**src/rtl/sv32_tlb_mmu_pkg.sv**
```systemverilog
// Shared types and constants for the Sv32 MMU: PTE bit positions, fault codes,
// TLB entry layout, walker states and the leaf permission check.
package sv32_tlb_mmu_pkg;

  localparam logic MEMREQ_READ  = 1'b0;
  localparam logic MEMREQ_WRITE = 1'b1;

  localparam logic [1:0] CPU_U = 2'b00;
  localparam logic [1:0] CPU_S = 2'b01;
  localparam logic [1:0] CPU_M = 2'b11;

  localparam int unsigned PTE_V = 0;
  localparam int unsigned PTE_R = 1;
  localparam int unsigned PTE_W = 2;
  localparam int unsigned PTE_X = 3;
  localparam int unsigned PTE_U = 4;
  localparam int unsigned PTE_A = 6;
  localparam int unsigned PTE_D = 7;

  localparam logic [4:0] EXC_FETCH_PF = 5'd12;
  localparam logic [4:0] EXC_LOAD_PF  = 5'd13;
  localparam logic [4:0] EXC_STORE_PF = 5'd15;

  typedef enum logic [1:0] {ACC_FETCH, ACC_LOAD, ACC_STORE} acc_t;

  typedef struct packed {
    logic        valid;
    logic [19:0] vpn;
    logic [21:0] ppn;
    logic [7:0]  flags;
    logic        mega;
  } tlb_entry_t;

  typedef enum logic [2:0] {IDLE, WALK1, WALK0, ACCESS, RESPOND} mmu_state_t;

  function automatic logic leaf_ok(input logic [7:0] f, input acc_t acc,
                                   input logic [1:0] mode, input logic mxr,
                                   input logic sum);
    logic ok;
    ok = 1'b1;
    if (f[PTE_U] && mode == CPU_S && !sum) ok = 1'b0;
    if (!f[PTE_U] && mode == CPU_U) ok = 1'b0;
    case (acc)
      ACC_FETCH: if (!f[PTE_X]) ok = 1'b0;
      ACC_LOAD:  if (!(f[PTE_R] || (mxr && f[PTE_X]))) ok = 1'b0;
      default:   if (!f[PTE_W]) ok = 1'b0;
    endcase
    if (!f[PTE_A]) ok = 1'b0;
    if (acc == ACC_STORE && !f[PTE_D]) ok = 1'b0;
    return ok;
  endfunction

  function automatic logic [4:0] exc_code(input acc_t acc);
    case (acc)
      ACC_FETCH: return EXC_FETCH_PF;
      ACC_LOAD:  return EXC_LOAD_PF;
      default:   return EXC_STORE_PF;
    endcase
  endfunction

endpackage

```
**src/rtl/sv32_tlb_mmu_if.sv**
```systemverilog
// Physical memory bus between the MMU (master) and the memory system (slave).
interface sv32_tlb_mmu_if;
  logic        req_valid;
  logic        req_mode;
  logic [31:0] req_addr;
  logic [31:0] req_wdata;
  logic [3:0]  req_wstrb;
  logic        resp_valid;
  logic [31:0] resp_data;

  modport master (output req_valid, req_mode, req_addr, req_wdata, req_wstrb,
                  input  resp_valid, resp_data);
  modport slave  (input  req_valid, req_mode, req_addr, req_wdata, req_wstrb,
                  output resp_valid, resp_data);
endinterface

```
**src/rtl/sv32_tlb_mmu_tlb.sv**
```systemverilog
// Fully-associative TLB: combinational lookup, fill into the lowest free slot or
// round-robin victim, and a whole-array flush that overrides a same-edge fill.
module mmu_tlb
  import sv32_tlb_mmu_pkg::*;
#(
  parameter int unsigned TLB_ENTRIES = 4
) (
  input  logic        clk,
  input  logic        rst,
  input  logic [19:0] lookup_vpn,
  output logic        hit,
  output tlb_entry_t  hit_entry,
  input  logic        fill_en,
  input  tlb_entry_t  fill_entry,
  input  logic        flush
);
  localparam int unsigned IW = (TLB_ENTRIES > 1) ? $clog2(TLB_ENTRIES) : 1;

  tlb_entry_t ent_q [TLB_ENTRIES];
  tlb_entry_t ent_d [TLB_ENTRIES];
  logic [IW-1:0] rr_q, rr_d;
  logic [IW-1:0] free_idx;
  logic          have_free;

  // Only one entry can match since fills happen on misses; lowest index wins regardless.
  always_comb begin
    hit       = 1'b0;
    hit_entry = '0;
    for (int unsigned i = 0; i < TLB_ENTRIES; i++) begin
      if (!hit && ent_q[i].valid &&
          (ent_q[i].mega ? (ent_q[i].vpn[19:10] == lookup_vpn[19:10])
                         : (ent_q[i].vpn == lookup_vpn))) begin
        hit       = 1'b1;
        hit_entry = ent_q[i];
      end
    end
  end

  always_comb begin
    ent_d     = ent_q;
    rr_d      = rr_q;
    have_free = 1'b0;
    free_idx  = '0;
    for (int unsigned i = 0; i < TLB_ENTRIES; i++) begin
      if (!have_free && !ent_q[i].valid) begin
        have_free = 1'b1;
        free_idx  = IW'(i);
      end
    end
    if (flush) begin
      for (int unsigned i = 0; i < TLB_ENTRIES; i++) ent_d[i].valid = 1'b0;
    end else if (fill_en) begin
      if (have_free) begin
        ent_d[free_idx] = fill_entry;
      end else begin
        ent_d[rr_q] = fill_entry;
        rr_d        = (rr_q == IW'(TLB_ENTRIES - 1)) ? '0 : rr_q + 1'b1;
      end
    end
  end

  always_ff @(posedge clk or posedge rst) begin
    if (rst) begin
      ent_q <= '{default: '0};
      rr_q  <= '0;
    end else begin
      ent_q <= ent_d;
      rr_q  <= rr_d;
    end
  end

endmodule

```
**src/rtl/sv32_tlb_mmu.sv**
```systemverilog
// Sv32 MMU between the core fetch/mem ports and the physical bus: TLB hits issue
// on the accept edge, misses run a two-level walk that fills the TLB.
module sv32_tlb_mmu
  import sv32_tlb_mmu_pkg::*;
#(
  parameter int unsigned TLB_ENTRIES = 4
) (
  input  logic        clk,
  input  logic        rst,
  input  logic [31:0] satp,
  input  logic [1:0]  cpu_mode,
  input  logic        mxr,
  input  logic        sum,
  input  logic        tlb_flush,
  input  logic        freq_valid,
  input  logic        freq_mode,
  input  logic [31:0] freq_addr,
  input  logic [31:0] freq_wdata,
  input  logic [3:0]  freq_wstrb,
  output logic        fresp_valid,
  output logic [31:0] fresp_data,
  input  logic        mreq_valid,
  input  logic        mreq_mode,
  input  logic [31:0] mreq_addr,
  input  logic [31:0] mreq_wdata,
  input  logic [3:0]  mreq_wstrb,
  output logic        mresp_valid,
  output logic [31:0] mresp_data,
  output logic        page_fault,
  output logic [4:0]  exception_vec,
  sv32_tlb_mmu_if.master bus
);
  mmu_state_t  state_q, state_d;
  logic [31:0] vaddr_q, vaddr_d, wdata_q, wdata_d;
  logic        mode_q, mode_d;
  logic [3:0]  wstrb_q, wstrb_d;
  acc_t        acc_q, acc_d;
  logic        drop_fill_q, drop_fill_d;
  logic        fresp_valid_q, fresp_valid_d, mresp_valid_q, mresp_valid_d;
  logic [31:0] fresp_data_q, fresp_data_d, mresp_data_q, mresp_data_d;
  logic        page_fault_q, page_fault_d;
  logic [4:0]  exc_q, exc_d;
  logic        req_valid_q, req_valid_d, req_mode_q, req_mode_d;
  logic [31:0] req_addr_q, req_addr_d, req_wdata_q, req_wdata_d;
  logic [3:0]  req_wstrb_q, req_wstrb_d;

  logic        accept, translate, go_access, fault, fill_en, tlb_hit;
  logic [31:0] cur_vaddr, cur_wdata, acc_addr, pte;
  logic        cur_mode;
  logic [3:0]  cur_wstrb;
  acc_t        cur_acc;
  tlb_entry_t  tlb_e, fill_entry;
  logic        unused_bits;

  assign pte       = bus.resp_data;
  assign translate = satp[31] && (cpu_mode != CPU_M);
  assign accept    = (state_q == IDLE) && (freq_valid || mreq_valid);

  // In IDLE the request ports are used directly so hit/bypass can issue on the accept edge.
  always_comb begin
    if (state_q == IDLE) begin
      cur_vaddr = freq_valid ? freq_addr  : mreq_addr;
      cur_mode  = freq_valid ? freq_mode  : mreq_mode;
      cur_wdata = freq_valid ? freq_wdata : mreq_wdata;
      cur_wstrb = freq_valid ? freq_wstrb : mreq_wstrb;
      cur_acc   = freq_valid ? ACC_FETCH :
                  (mreq_mode == MEMREQ_WRITE ? ACC_STORE : ACC_LOAD);
    end else begin
      cur_vaddr = vaddr_q;
      cur_mode  = mode_q;
      cur_wdata = wdata_q;
      cur_wstrb = wstrb_q;
      cur_acc   = acc_q;
    end
  end

  mmu_tlb #(.TLB_ENTRIES(TLB_ENTRIES)) u_tlb (
    .clk       (clk),
    .rst       (rst),
    .lookup_vpn(cur_vaddr[31:12]),
    .hit       (tlb_hit),
    .hit_entry (tlb_e),
    .fill_en   (fill_en),
    .fill_entry(fill_entry),
    .flush     (tlb_flush)
  );

  always_comb begin
    state_d       = state_q;
    vaddr_d       = vaddr_q;
    mode_d        = mode_q;
    wdata_d       = wdata_q;
    wstrb_d       = wstrb_q;
    acc_d         = acc_q;
    drop_fill_d   = drop_fill_q | tlb_flush;
    fresp_valid_d = 1'b0;
    mresp_valid_d = 1'b0;
    fresp_data_d  = fresp_data_q;
    mresp_data_d  = mresp_data_q;
    page_fault_d  = page_fault_q;
    exc_d         = exc_q;
    req_valid_d   = 1'b0;
    req_mode_d    = req_mode_q;
    req_addr_d    = req_addr_q;
    req_wdata_d   = req_wdata_q;
    req_wstrb_d   = req_wstrb_q;
    go_access     = 1'b0;
    fault         = 1'b0;
    acc_addr      = '0;
    fill_en       = 1'b0;
    fill_entry    = '0;

    case (state_q)
      IDLE: begin
        if (accept) begin
          vaddr_d      = cur_vaddr;
          mode_d       = cur_mode;
          wdata_d      = cur_wdata;
          wstrb_d      = cur_wstrb;
          acc_d        = cur_acc;
          drop_fill_d  = 1'b0;
          page_fault_d = 1'b0;
          exc_d        = '0;
          if (!translate) begin
            go_access = 1'b1;
            acc_addr  = cur_vaddr;
          end else if (tlb_hit) begin
            if (leaf_ok(tlb_e.flags, cur_acc, cpu_mode, mxr, sum)) begin
              go_access = 1'b1;
              acc_addr  = {tlb_e.ppn[19:10],
                           tlb_e.mega ? cur_vaddr[21:12] : tlb_e.ppn[9:0],
                           cur_vaddr[11:0]};
            end else begin
              fault = 1'b1;
            end
          end else begin
            req_valid_d = 1'b1;
            req_mode_d  = MEMREQ_READ;
            req_addr_d  = {satp[19:0], 12'b0} + {20'b0, cur_vaddr[31:22], 2'b0};
            state_d     = WALK1;
          end
        end
      end
      WALK1, WALK0: begin
        if (bus.resp_valid) begin
          if (!pte[PTE_V] || (!pte[PTE_R] && pte[PTE_W])) begin
            fault = 1'b1;
          end else if (pte[PTE_R] || pte[PTE_X]) begin
            if (state_q == WALK1 && pte[19:10] != '0) begin
              fault = 1'b1;
            end else if (!leaf_ok(pte[7:0], acc_q, cpu_mode, mxr, sum)) begin
              fault = 1'b1;
            end else begin
              go_access  = 1'b1;
              acc_addr   = {pte[29:20],
                            (state_q == WALK1) ? vaddr_q[21:12] : pte[19:10],
                            vaddr_q[11:0]};
              fill_en    = !drop_fill_q && !tlb_flush;
              fill_entry = '{valid: 1'b1, vpn: vaddr_q[31:12], ppn: pte[31:10],
                             flags: pte[7:0], mega: (state_q == WALK1)};
            end
          end else if (state_q == WALK1) begin
            req_valid_d = 1'b1;
            req_mode_d  = MEMREQ_READ;
            req_addr_d  = {pte[29:10], 12'b0} + {20'b0, vaddr_q[21:12], 2'b0};
            state_d     = WALK0;
          end else begin
            fault = 1'b1;
          end
        end
      end
      ACCESS: begin
        if (bus.resp_valid) begin
          if (acc_q == ACC_FETCH) begin
            fresp_valid_d = 1'b1;
            fresp_data_d  = bus.resp_data;
          end else begin
            mresp_valid_d = 1'b1;
            mresp_data_d  = bus.resp_data;
          end
          state_d = RESPOND;
        end
      end
      default: state_d = IDLE;
    endcase

    if (go_access) begin
      req_valid_d = 1'b1;
      req_mode_d  = cur_mode;
      req_addr_d  = acc_addr;
      req_wdata_d = cur_wdata;
      req_wstrb_d = cur_wstrb;
      state_d     = ACCESS;
    end
    if (fault) begin
      page_fault_d = 1'b1;
      exc_d        = exc_code(cur_acc);
      if (cur_acc == ACC_FETCH) begin
        fresp_valid_d = 1'b1;
        fresp_data_d  = '0;
      end else begin
        mresp_valid_d = 1'b1;
        mresp_data_d  = '0;
      end
      state_d = RESPOND;
    end
  end

  always_ff @(posedge clk or posedge rst) begin
    if (rst) begin
      state_q       <= IDLE;
      vaddr_q       <= '0;
      mode_q        <= 1'b0;
      wdata_q       <= '0;
      wstrb_q       <= '0;
      acc_q         <= ACC_FETCH;
      drop_fill_q   <= 1'b0;
      fresp_valid_q <= 1'b0;
      mresp_valid_q <= 1'b0;
      fresp_data_q  <= '0;
      mresp_data_q  <= '0;
      page_fault_q  <= 1'b0;
      exc_q         <= '0;
      req_valid_q   <= 1'b0;
      req_mode_q    <= 1'b0;
      req_addr_q    <= '0;
      req_wdata_q   <= '0;
      req_wstrb_q   <= '0;
    end else begin
      state_q       <= state_d;
      vaddr_q       <= vaddr_d;
      mode_q        <= mode_d;
      wdata_q       <= wdata_d;
      wstrb_q       <= wstrb_d;
      acc_q         <= acc_d;
      drop_fill_q   <= drop_fill_d;
      fresp_valid_q <= fresp_valid_d;
      mresp_valid_q <= mresp_valid_d;
      fresp_data_q  <= fresp_data_d;
      mresp_data_q  <= mresp_data_d;
      page_fault_q  <= page_fault_d;
      exc_q         <= exc_d;
      req_valid_q   <= req_valid_d;
      req_mode_q    <= req_mode_d;
      req_addr_q    <= req_addr_d;
      req_wdata_q   <= req_wdata_d;
      req_wstrb_q   <= req_wstrb_d;
    end
  end

  assign fresp_valid   = fresp_valid_q;
  assign fresp_data    = fresp_data_q;
  assign mresp_valid   = mresp_valid_q;
  assign mresp_data    = mresp_data_q;
  assign page_fault    = page_fault_q;
  assign exception_vec = exc_q;
  assign bus.req_valid = req_valid_q;
  assign bus.req_mode  = req_mode_q;
  assign bus.req_addr  = req_addr_q;
  assign bus.req_wdata = req_wdata_q;
  assign bus.req_wstrb = req_wstrb_q;

  assign unused_bits = ^{satp[30:20], tlb_e.valid, tlb_e.vpn, tlb_e.ppn[21:20], pte[9:8]};

endmodule

```
**src/flat_wrapper.sv**
```systemverilog
// flat-port wrapper written by rule: the top's interface ports become plain ports
module sv32_tlb_mmu_flat import sv32_tlb_mmu_pkg::*;
#(
  parameter int unsigned TLB_ENTRIES = 4
)
  (clk, rst, satp, cpu_mode, mxr, sum, tlb_flush, freq_valid, freq_mode, freq_addr, freq_wdata, freq_wstrb, fresp_valid, fresp_data, mreq_valid, mreq_mode, mreq_addr, mreq_wdata, mreq_wstrb, mresp_valid, mresp_data, page_fault, exception_vec, bus_req_valid, bus_req_mode, bus_req_addr, bus_req_wdata, bus_req_wstrb, bus_resp_valid, bus_resp_data);
  sv32_tlb_mmu_if bus_i ();
  input  logic clk;
  input  logic rst;
  input  logic [31:0] satp;
  input  logic [1:0] cpu_mode;
  input  logic mxr;
  input  logic sum;
  input  logic tlb_flush;
  input  logic freq_valid;
  input  logic freq_mode;
  input  logic [31:0] freq_addr;
  input  logic [31:0] freq_wdata;
  input  logic [3:0] freq_wstrb;
  output logic fresp_valid;
  output logic [31:0] fresp_data;
  input  logic mreq_valid;
  input  logic mreq_mode;
  input  logic [31:0] mreq_addr;
  input  logic [31:0] mreq_wdata;
  input  logic [3:0] mreq_wstrb;
  output logic mresp_valid;
  output logic [31:0] mresp_data;
  output logic page_fault;
  output logic [4:0] exception_vec;
  output wire logic [$bits(bus_i.req_valid)-1:0] bus_req_valid;
  output wire logic [$bits(bus_i.req_mode)-1:0] bus_req_mode;
  output wire logic [$bits(bus_i.req_addr)-1:0] bus_req_addr;
  output wire logic [$bits(bus_i.req_wdata)-1:0] bus_req_wdata;
  output wire logic [$bits(bus_i.req_wstrb)-1:0] bus_req_wstrb;
  input wire logic [$bits(bus_i.resp_valid)-1:0] bus_resp_valid;
  input wire logic [$bits(bus_i.resp_data)-1:0] bus_resp_data;
  assign bus_req_valid = bus_i.req_valid;
  assign bus_req_mode = bus_i.req_mode;
  assign bus_req_addr = bus_i.req_addr;
  assign bus_req_wdata = bus_i.req_wdata;
  assign bus_req_wstrb = bus_i.req_wstrb;
  assign bus_i.resp_valid = bus_resp_valid;
  assign bus_i.resp_data = bus_resp_data;
  sv32_tlb_mmu #(.TLB_ENTRIES(TLB_ENTRIES)) u_core (.clk(clk), .rst(rst), .satp(satp), .cpu_mode(cpu_mode), .mxr(mxr), .sum(sum), .tlb_flush(tlb_flush), .freq_valid(freq_valid), .freq_mode(freq_mode), .freq_addr(freq_addr), .freq_wdata(freq_wdata), .freq_wstrb(freq_wstrb), .fresp_valid(fresp_valid), .fresp_data(fresp_data), .mreq_valid(mreq_valid), .mreq_mode(mreq_mode), .mreq_addr(mreq_addr), .mreq_wdata(mreq_wdata), .mreq_wstrb(mreq_wstrb), .mresp_valid(mresp_valid), .mresp_data(mresp_data), .page_fault(page_fault), .exception_vec(exception_vec), .bus(bus_i));
endmodule
```
**config.mk**
```make
export PLATFORM = sky130hd
export DESIGN_NAME = sv32_tlb_mmu_flat
export DESIGN_NICKNAME = d
export VERILOG_FILES = /design/src/rtl/sv32_tlb_mmu_pkg.sv /design/src/rtl/sv32_tlb_mmu_if.sv /design/src/rtl/sv32_tlb_mmu_tlb.sv /design/src/rtl/sv32_tlb_mmu.sv /design/src/flat_wrapper.sv
export SDC_FILE = /design/constraint.sdc
export NUM_CORES = 1
export LEC_CHECK = 0
export BUFFER_PORTS_ARGS = -buffer_cell sky130_fd_sc_hd__buf_2
export CORE_ASPECT_RATIO = 0.7
export CORE_UTILIZATION = 55
export CTS_BUF_LIST = sky130_fd_sc_hd__clkbuf_2 sky130_fd_sc_hd__clkbuf_4 sky130_fd_sc_hd__clkbuf_8
export DETAILED_ROUTE_END_ITERATION = 10
export PLACE_DENSITY = 0.82
export SYNTH_ARGS = -nofsm -noshare
export SYNTH_HDL_FRONTEND = slang
export SYNTH_HIERARCHICAL = 1
export SYNTH_SLANG_ARGS = --single-unit
```
**constraint.sdc**
```tcl
create_clock -name clk -period 15.2 [get_ports clk]
set_input_delay 3.04 -clock clk [delete_from_list [all_inputs] [get_ports clk]]
set_output_delay 3.04 -clock clk [all_outputs]
set_load 0.05 [all_outputs]
```
==> metrics.md, run 1 <==
| Metric | Value |
|---|---|
| Status | `completed` |
| Worst Tran Pin Value | `1.22 ns` |
| Congestion Overflow GR | `0` |
| Mapped Cells | `1943` |
| Vias | `17100` |
| Setup CP Type | `input port to flop` |
| Final Hold Vio Count | `0` |
| Critical Path AT | `9.96 ns` |
| Syn_nets | `2159` |
| P&R area growth vs syn | `15.5%` |
| Proportion of layout cells with a drive suffix above 1 | `33.2%` |
| Clock tree from TritonCTS | `done` |
| Total power | `0.00477 W` |
| Initial antenna violation count | `3` |
| Placed cells | `2649` |
| Final GP Congestion | `0.929` |
| Synth warn | `6` |
| H-Tree Depth | `2` |
| Maximum fanout along the worst path | `47` |
| Clock Tree Buf Depth | `3` |
| CTS Sinks | `408` |
| Port bufs | `341` |
| Setup crit end kind | `flop` |
| Final nets | `2437` |
| Non-Filler Instances | `2756` |
| HP Class | `flop to flop` |
| DR iter-0 viols | `2001` |
| Std-Cell Rows | `59` |
| Count of pins over their slew limit | `0` |
| Final period utilization | `62.2%` |
| CTS resizes | `0` |
| Vias in the first global route | `16800` |
| Final setup violation count | `0` |
| Via/cell ratio | `6.21` |
| Routed wire length | `63.9 mm` |
| Worst Hold Margin | `0.488 ns` |
| Drt drc | `0` |
| Max Clock Skew | `0.0294 ns` |
| CP startpoint kind | `input port` |
| Setup ws final | `5.75 ns` |
| Core Footprint | `37200 sq um` |
| Post-Syn Area per Cell | `10.7 sq um` |
| Static Leak | `11.7 nW` |
| Detailed Routing Iterations Pass 1 | `5` |
| Post-CTS Hold Fix Bufs | `0` |
| Global-route wire length before repair | `95.9 mm` |
| Reg clk slew, reported paths | `0.07 ns` |
| Worst-Skew Late Latency | `0.65 ns` |
| Max Cap Viol | `0` |
| Post-Syn Area | `20800 sq um` |
| PD cells | `199 nW/um^2` |
| Post-route ant nets | `0` |
| Die Height | `165 um` |
| Final min period | `9.45 ns` |
| FILL cells | `2831` |
| Initial core utilization | `55.8%` |
| RSZ-0062 raised after global routing | `no` |
| Detail Placement HPWL | `42.6 mm` |
| Largest net degree at the start of global routing | `98` |
| Maximum VDD drop | `0.000192 V` |
| WL/cell | `23.2 um` |
| Root Buffer | `clkbuf_8` |
| Total Negative Setup Slacks | `0 ns` |
| GR Util All Layers | `32.6%` |
| Fmax | `106 MHz` |
| Pre-CTS setup slack | `5.34 ns` |
| # IOs | `354` |
| Slew Limit Headroom | `18.5%` |
| Die area | `38600 sq um` |
| Die W | `234 um` |
| Req. time, crit path | `15.70 ns` |
| Setup bufs post-CTS | `0` |
| CTS Buf Count | `58` |
[per-layer routing]
layer	wire length, um	GRT usage, %
met3	7570	9.48
met1	24800	44.4
met4	2460	13.9
met5	0	0
met2	29100	48.7
[through the flow]
step / instance area [sq um] / util [%]
6_report: 24000 / 64.5
5_1_grt: 24000 / 64.5
4_1_cts: 24000 / 64.5
3_5_place_dp: 22700 / 61.0
3_3_place_gp: 22700 / 61.0
2_1_floorplan: 20800 / -
[power by group]
group	total [W]	internal, W	switching [W]
logic	0.00226	0.000688	0.00158
registers	0.00157	0.00136	0.000206
clock network	0.000941	0.000511	0.000430
total	0.00477	0.00256	0.00221
[final timing paths]
kind                       cells after the start  slack (ns)                        to              start
hold / removal                                 2        0.49         u_core/vaddr_q[7]  u_core/vaddr_q[7]
max in group asynchronous                      4       10.54   u_core/u_tlb/ent_q[113]                rst
setup reg to reg                              17        7.62  u_core/bus.req_wdata[19]  u_core/state_q[1]
min in group asynchronous                      2        2.52      u_core/u_tlb/rr_q[1]                rst
hold reg to reg                                2        0.49         u_core/vaddr_q[7]  u_core/vaddr_q[7]
setup / recovery                              18        5.75  u_core/bus.req_wdata[19]         freq_valid
[layout by cell type (no fill, tap or decap), types with 38 or more instances in the layout]
| cell type | count |
|---|---|
| inv_1 | 38 |
| and2_1 | 44 |
| mux2_1 | 59 |
| mux2i_1 | 104 |
| mux2_2 | 220 |
| xnor2_1 | 46 |
| dfrtp_1 | 408 |
| a21oi_1 | 80 |
| buf_2 | 340 |
| nand3_1 | 39 |
| o21ai_0 | 107 |
| nand2_1 | 313 |
| clkbuf_8 | 75 |
[state kept, by name (all words and copies together), names as in the netlist, 4 cells and up]
register / count
u_core/u_tlb/ent_q: 192
u_core/bus.req_addr: 32
u_core/bus.req_wdata: 32
u_core/fresp_data: 32
u_core/mresp_data: 32
u_core/vaddr_q: 32
u_core/wdata_q: 32
u_core/bus.req_wstrb: 4
u_core/wstrb_q: 4
[layout make-up]
class	count	area [sq um]	share of cell area, %
inverter	41	168	0.699
timing repair buffer	372	1940	8.10
sequential	408	10200	42.6
multi-input combinational	1340	9780	40.8
clock buffer	97	1200	4.99
clock inverter	7	68.8	0.287
tap	488	611	2.55
antenna	3	7.51	0.0313
[critical path, stage by stage]
cell and delay (ns):
buf_4 0.48, buf_4 0.67, mux2i_1 0.27, o21ai_0 0.83, xnor2_1 0.15, nand4_1 0.18
or3_1 0.15, buf_4 0.40, or2_1 0.97, a31oi_1 0.15, mux2_1 0.35, or4bb_1 0.20
and4_1 0.25, a2bb2oi_2 0.11, o31a_2 0.45, nand2_2 0.11, buf_4 0.61, mux2_2 0.42
(Power assumes the default switching activity.)
==> inputs of run 2 (changes only) <==
Clock period 15.2 ns to 8.8 ns, I/O delays scaled along.
==> metrics.md, run 2 (same netlist as run 1, synthesis figures left out) <==
| Metric | Value |
|---|---|
| Status | `finished, violations left` |
| Failing checks | `design-rule violations` |
| Root Buffer | `clkbuf_8` |
| Most frequent cell on the critical path | `buf_4` |
| Static Leak | `11.7 nW (+0.47%)` |
| PD cells | `343 nW/um^2 (+72%)` |
| Max FFs per register | `192 (unchanged)` |
| Reg area | `10200 sq um (unchanged)` |
| Proportion of layout cells with a drive suffix above 1 | `33.4% (+0.24 points)` |
| Worst Tran Pin Value | `1.15 ns (-0.0651 ns)` |
| GR Util All Layers | `32.4% (-0.28 points)` |
| Final period utilization | `84.4%` |
| CTS resizes | `0 (unchanged)` |
| Commonest non-fill, non-tap cell in the layout | `dfrtp_1` |
| Post-CTS Hold Fix Bufs | `0 (unchanged)` |
| Max Cap Viol | `0 (unchanged)` |
| Most frequent cells in the layout | `dfrtp_1 (408), buf_2 (340), nand2_1 (313)` |
| Die area | `38600 sq um (unchanged)` |
| CTS Buf Count | `58 (unchanged)` |
| Std-Cell Rows | `59 (unchanged)` |
| Setup bufs post-CTS | `0 (unchanged)` |
| Port bufs | `341 (unchanged)` |
| Final setup violation count | `0 (unchanged)` |
| Largest net degree at the start of global routing | `135 (+38%)` |
| Slew Limit Headroom | `22.9% (+4.4 points)` |
| CTS Sinks | `408 (unchanged)` |
| Req. time, crit path | `9.29 ns (-6.41 ns)` |
| Count of pins over their slew limit | `0 (unchanged)` |
| Maximum fanout along the worst path | `47 (unchanged)` |
| Detail Placement HPWL | `42.9 mm (+0.64%)` |
| Total Negative Setup Slacks | `0 ns (unchanged)` |
| Cell breakdown of the critical path | `buf_4 > mux2i_1 > nor2_1 > a21oi_1 > inv_1 > xor2_1 > nor4_1 > a41oi_2 > buf_4 > or2_1 > a31oi_1 > mux2_1 > or4bb_1 > and4_1 > a2bb2oi_2 > o31a_2 > nand2_2 > buf_12 > mux2_4` |
| Max Clock Skew | `0.0320 ns (+0.00268 ns)` |
| Setup CP Type | `input port to flop` |
| Final Core Density | `64.7% (+0.21 points)` |
| Family with the most delay on the worst path | `simple AND/OR/NAND/NOR gates` |
| Clock Tree Buf Depth | `3 (unchanged)` |
| Cell Area, Placed | `22700 sq um (+0.15%)` |
| Fmax | `135 MHz` |
| Critical Path AT | `7.92 ns (-2.04 ns)` |
| Initial antenna violation count | `0 (-3)` |
| CP max stage cell | `nor4_1` |
| P&R area growth vs syn | `15.8%` |
| Total power | `0.00826 W (+73%)` |
| HP Class | `flop to flop` |
| Comb pwr share | `47.3% (about the same)` |
| Worst-Skew Late Latency | `0.63 ns (-0.02 ns)` |
| Net switching power | `0.00379 W (+71%)` |
| Final GP Congestion | `0.916 (-1.4%)` |
| # IOs | `354 (unchanged)` |
| Initial core utilization | `55.8% (unchanged)` |
| DR iter-0 viols | `2021 (+1.0%)` |
| CP startpoint kind | `input port` |
| Core Footprint | `37200 sq um (unchanged)` |
| Reg2Reg Launch Point | `u_core/state_q[0]` |
| Global-route wire length before repair | `95.0 mm (-0.99%)` |
| Clock tree from TritonCTS | `done` |
| Die Height | `165 um (unchanged)` |
| Die W | `234 um (unchanged)` |
| RSZ-0062 raised after global routing | `no` |
| H-Tree Depth | `2 (unchanged)` |
| Final Hold Vio Count | `0 (unchanged)` |
| Vias | `17000 (-0.66%)` |
| Buf/Inv on CP | `4 (unchanged)` |
| Reg clk slew, reported paths | `0.07 ns (about the same)` |
| Internal | `0.00447 W (+74%)` |
| Drt drc | `1 (+1)` |
| WL/cell | `23.1 um (-0.46%)` |
| Routed wire length | `63.8 mm (-0.18%)` |
| Post-route ant nets | `0 (unchanged)` |
| Largest Register | `u_core/u_tlb/ent_q` |
| Worst Hold Margin | `0.471 ns (-0.0168 ns)` |
| Via/cell ratio | `6.15 (-0.95%)` |
| Final min period | `7.43 ns` |
| Final Instance Area | `24100 sq um (+0.32%)` |
| Crit path launch | `freq_valid` |
| Switching share of power | `45.9% (-0.42 points)` |
| Vias in the first global route | `16900 (+0.44%)` |
| Sequential power share | `32.7% (about the same)` |
| Setup crit end kind | `flop` |
| Min-delay src | `u_core/vaddr_q[9]` |
| Clk pwr share | `20.0% (+0.3 points)` |
| Area occupied by multi-input gates | `9760 sq um (-0.23%)` |
| Congestion Overflow GR | `0 (unchanged)` |
| Detailed Routing Iterations Pass 1 | `8 (+3)` |
| Largest stage delay, worst path | `0.67 ns (-0.30 ns)` |
| FILL cells | `2790 (-1.4%)` |
| Final nets | `2443 (+0.25%)` |
| Maximum VDD drop | `0.000276 V (+44%)` |
==> run 2: cell types whose count changed in the layout (fill, tap and decap cells not counted), sizes merged <==
| cell | before | now |
|---|---|---|
| clkinvlp | 2 | 1 |
| buf | 372 | 378 |
| clkbuf | 97 | 101 |
| bufinv | 1 | 0 |
==> run 2: worst reg2reg max path: cells and delay by family, from the launching register on <==
kind,cells,cell delay (ns)
AND/OR/NAND/NOR,6,1.58
multiplexers,3,0.84
XOR/XNOR,1,0.27
AO/OA/AOI/OAI,4,1.50
flip-flops,1,0.94
buffers and inverters,4,1.73
==> run 2: worst paths after layout <==
path	slack [ns]	to	cells past startpoint
max in group asynchronous	5.73	u_core/wdata_q[10]	3
min in group asynchronous	1.22	u_core/u_tlb/rr_q[1]	2
worst max-delay path	1.37	u_core/bus.req_wstrb[0]	19
worst max register to register	1.79	u_core/bus.req_wstrb[0]	18
worst min register to register	0.47	u_core/bus.req_addr[9]	2
worst min-delay path	0.47	u_core/bus.req_addr[9]	2
==> run 2: routing by layer <==
metal,GRT usage (%),vias to the layer above,part of all wire [%]
met5,0,-,0
met4,14.3,0,4.1
met3,10.5,213,12
met2,48.2,1000,45
met1,43.1,8376,39
li1,-,7402,-
==> run 2: power by group through the flow <==
stage / Sequential, W / Clock [W] / Combinational (W)
CTS: 0.00268 / 0.00166 / 0.00386
global route: 0.00274 / 0.00175 / 0.00414
floorplan: 0.00362 / 0 / 0.00191
global placement: 0.00268 / 0 / 0.00374
finish: 0.00270 / 0.00165 / 0.00391
detailed placement: 0.00271 / 0 / 0.00384
==> run 2: metrics by stage <==
stage / instances / setup slack [ns]
floorplan: 1943 / 1.19
global placement: 2655 / 1.17
detailed placement: 2655 / 1.06
CTS: 2761 / 1.67
global route: 2761 / 1.29
finish: 2764 / 1.37
==> run 2: final cells by class <==
class	instances	area share, %
multi-input combinational	1340	40.6
antenna	3	0.0312
clock buffer	101	5.31
sequential	408	42.4
inverter	41	0.697
clock inverter	5	0.130
timing repair buffer	378	8.31
tap	488	2.54
==> inputs of run 3 (changes only) <==
Settings changed: CORE_UTILIZATION 55 to 53.
Clock period 8.8 ns to 6.7 ns, I/O delays scaled along.
==> metrics.md, run 3 (same netlist as run 1, synthesis figures left out) <==
| Metric | Value |
|---|---|
| Status | `completed` |
| Post-route ant nets | `0 (unchanged)` |
| Maximum fanout along the worst path | `47 (unchanged)` |
| Slew Limit Headroom | `28.0% (+5.1 points)` |
| Max Clock Skew | `0.0358 ns (+0.00379 ns)` |
| Largest net degree at the start of global routing | `184 (+36%)` |
| Via/cell ratio | `6.02 (-2.0%)` |
| Worst-Skew Late Latency | `0.64 ns (about the same)` |
| GR Util All Layers | `31.2% (-1.1 points)` |
| Final GP Congestion | `0.918 (+0.22%)` |
| Vias in the first global route | `17100 (+1.2%)` |
| WL/cell | `22.4 um (-3.1%)` |
| Placed cells | `2714 (+2.2%)` |
| CTS resizes | `0 (unchanged)` |
| Setup CP Type | `input port to flop` |
| Most frequent cells in the layout | `dfrtp_1 (408), buf_2 (340), nand2_1 (313)` |
| Clock tree from TritonCTS | `done` |
| Max Cap Viol | `0 (unchanged)` |
| Final Hold Vio Count | `0 (unchanged)` |
| Min-delay src | `u_core/mode_q` |
| # IOs | `354 (unchanged)` |
| Reg area | `10200 sq um (unchanged)` |
| Final period utilization | `90.4%` |
| Die W | `239 um (+1.9%)` |
| Setup bufs post-CTS | `0 (unchanged)` |
| Fmax | `165 MHz` |
| Port bufs | `341 (unchanged)` |
| Die Height | `168 um (+1.8%)` |
| Routed wire length | `63.1 mm (-1.1%)` |
| Commonest non-fill, non-tap cell in the layout | `dfrtp_1` |
| Vias | `17000 (+0.024%)` |
| Cell Area, Placed | `23000 sq um (+1.1%)` |
| P&R area growth vs syn | `16.8%` |
| Initial antenna violation count | `8 (+8)` |
| CP max stage cell | `nor4_1` |
| FILL cells | `2973 (+6.6%)` |
| Final Instance Area | `24300 sq um (+0.78%)` |
| CTS Buf Count | `58 (unchanged)` |
| Post-CTS Hold Fix Bufs | `0 (unchanged)` |
| Final nets | `2463 (+0.82%)` |
| Crit path launch | `freq_valid` |
| PD cells | `446 nW/um^2 (+30%)` |
| Setup crit end kind | `flop` |
| HP Class | `flop to flop` |
| Area occupied by multi-input gates | `9760 sq um (unchanged)` |
| Die area | `40000 sq um (+3.7%)` |
| Max FFs per register | `192 (unchanged)` |
| CTS Sinks | `408 (unchanged)` |
| Final min period | `6.05 ns` |
| Reg2Reg Launch Point | `u_core/state_q[0]` |
| CP startpoint kind | `input port` |
| Static Leak | `11.8 nW (+0.65%)` |
| Largest stage delay, worst path | `0.53 ns (-0.14 ns)` |
| Congestion Overflow GR | `0 (unchanged)` |
| Root Buffer | `clkbuf_8` |
| Critical Path AT | `6.55 ns (-1.37 ns)` |
| Proportion of layout cells with a drive suffix above 1 | `33.9% (+0.49 points)` |
| Clock Tree Buf Depth | `3 (unchanged)` |
| Initial core utilization | `53.9% (-1.9 points)` |
| DR iter-0 viols | `1635 (-19%)` |
| Detailed Routing Iterations Pass 1 | `5 (-3)` |
| H-Tree Depth | `2 (unchanged)` |
| Reg clk slew, reported paths | `0.07 ns (about the same)` |
| Maximum VDD drop | `0.000347 V (+26%)` |
| Req. time, crit path | `7.20 ns (-2.09 ns)` |
| Cell breakdown of the critical path | `buf_4 > mux2i_1 > nor2_1 > a21oi_1 > inv_1 > xor2_1 > nor4_1 > a41oi_2 > or2_1 > a31oi_1 > mux2_1 > or4bb_1 > and4_1 > a2bb2oi_2 > o31a_2 > nand2_2 > buf_12 > mux2_4` |
| Final setup violation count | `0 (unchanged)` |
| Total Negative Setup Slacks | `0 ns (unchanged)` |
| Non-Filler Instances | `2822 (+2.1%)` |
| Count of pins over their slew limit | `0 (unchanged)` |
| Drt drc | `0 (-1)` |
| Global-route wire length before repair | `97.0 mm (+2.1%)` |
| Worst Tran Pin Value | `1.08 ns (-0.0726 ns)` |
| Core Footprint | `38500 sq um (+3.5%)` |
| Detail Placement HPWL | `42.9 mm (about the same)` |
| Std-Cell Rows | `60 (+1.7%)` |
| RSZ-0062 raised after global routing | `no` |
| Largest Register | `u_core/u_tlb/ent_q` |
-- run 3: final timing paths --
kind | endpoint | slack, ns | cells past startpoint
worst max register to register | u_core/bus.req_wdata[25] | 0.80 | 17
max in group asynchronous | u_core/fresp_data[19] | 4.31 | 3
worst min register to register | u_core/mode_q | 0.48 | 2
worst max-delay path | u_core/bus.req_wdata[10] | 0.65 | 18
worst min-delay path | u_core/mode_q | 0.48 | 2
min in group asynchronous | u_core/u_tlb/ent_q[98] | 0.85 | 2
-- run 3: layout make-up --
| class | count | area share [%] |
|---|---|---|
| Antenna cell | 5 | 0.0516 |
| Clock buffer | 96 | 4.88 |
| Clock inverter | 7 | 0.258 |
| Inverter | 41 | 0.676 |
| Multi-Input combinational cell | 1340 | 40.2 |
| Sequential cell | 408 | 42.1 |
| Tap cell | 527 | 2.72 |
| Timing Repair Buffer | 398 | 9.07 |
-- run 3: worst max-delay path, delay by kind of cell --
family	cells	cell delay [ns]
AOI/OAI and AO/OA	5	1.38
buffers and inverters	3	0.77
muxes	3	0.97
xor gates and xnor gates	1	0.21
and+or+nand+nor	6	1.78
-- run 3: report_power, final --
group	total (W)	leakage [nW]	internal [W]	switching [W]
Sequential	0.00349	5.36	0.00309	0.000397
Combinational	0.00523	5.77	0.00165	0.00358
Clock	0.00209	0.667	0.00115	0.000947
Total	0.0108	11.8	0.00589	0.00492
-- run 3: metrics by stage --
| stage | power [W] | util, % | setup WS [ns] | hold slack, ns |
|---|---|---|---|---|
| 3_3_place_gp | 0.00847 | 59.7 | 0.348 | 0.454 |
| 5_1_grt | 0.0113 | 63.0 | 0.483 | 0.510 |
| 6_report | 0.0108 | 63.0 | 0.646 | 0.480 |
| 2_1_floorplan | 0.00726 | - | 0.0761 | 0.439 |
| 3_5_place_dp | 0.00865 | 59.7 | 0.208 | 0.469 |
| 4_1_cts | 0.0108 | 62.9 | 0.882 | 0.484 |
-- run 3: routing by layer --
layer | global-route usage [%] | up-vias | share of wire (%)
met2 | 47.4 | 949 | 45
li1 | - | 7435 | -
met4 | 12.5 | 2 | 3.8
met5 | 0 | - | 0.021
met1 | 42.7 | 8438 | 40
met3 | 8.33 | 171 | 11
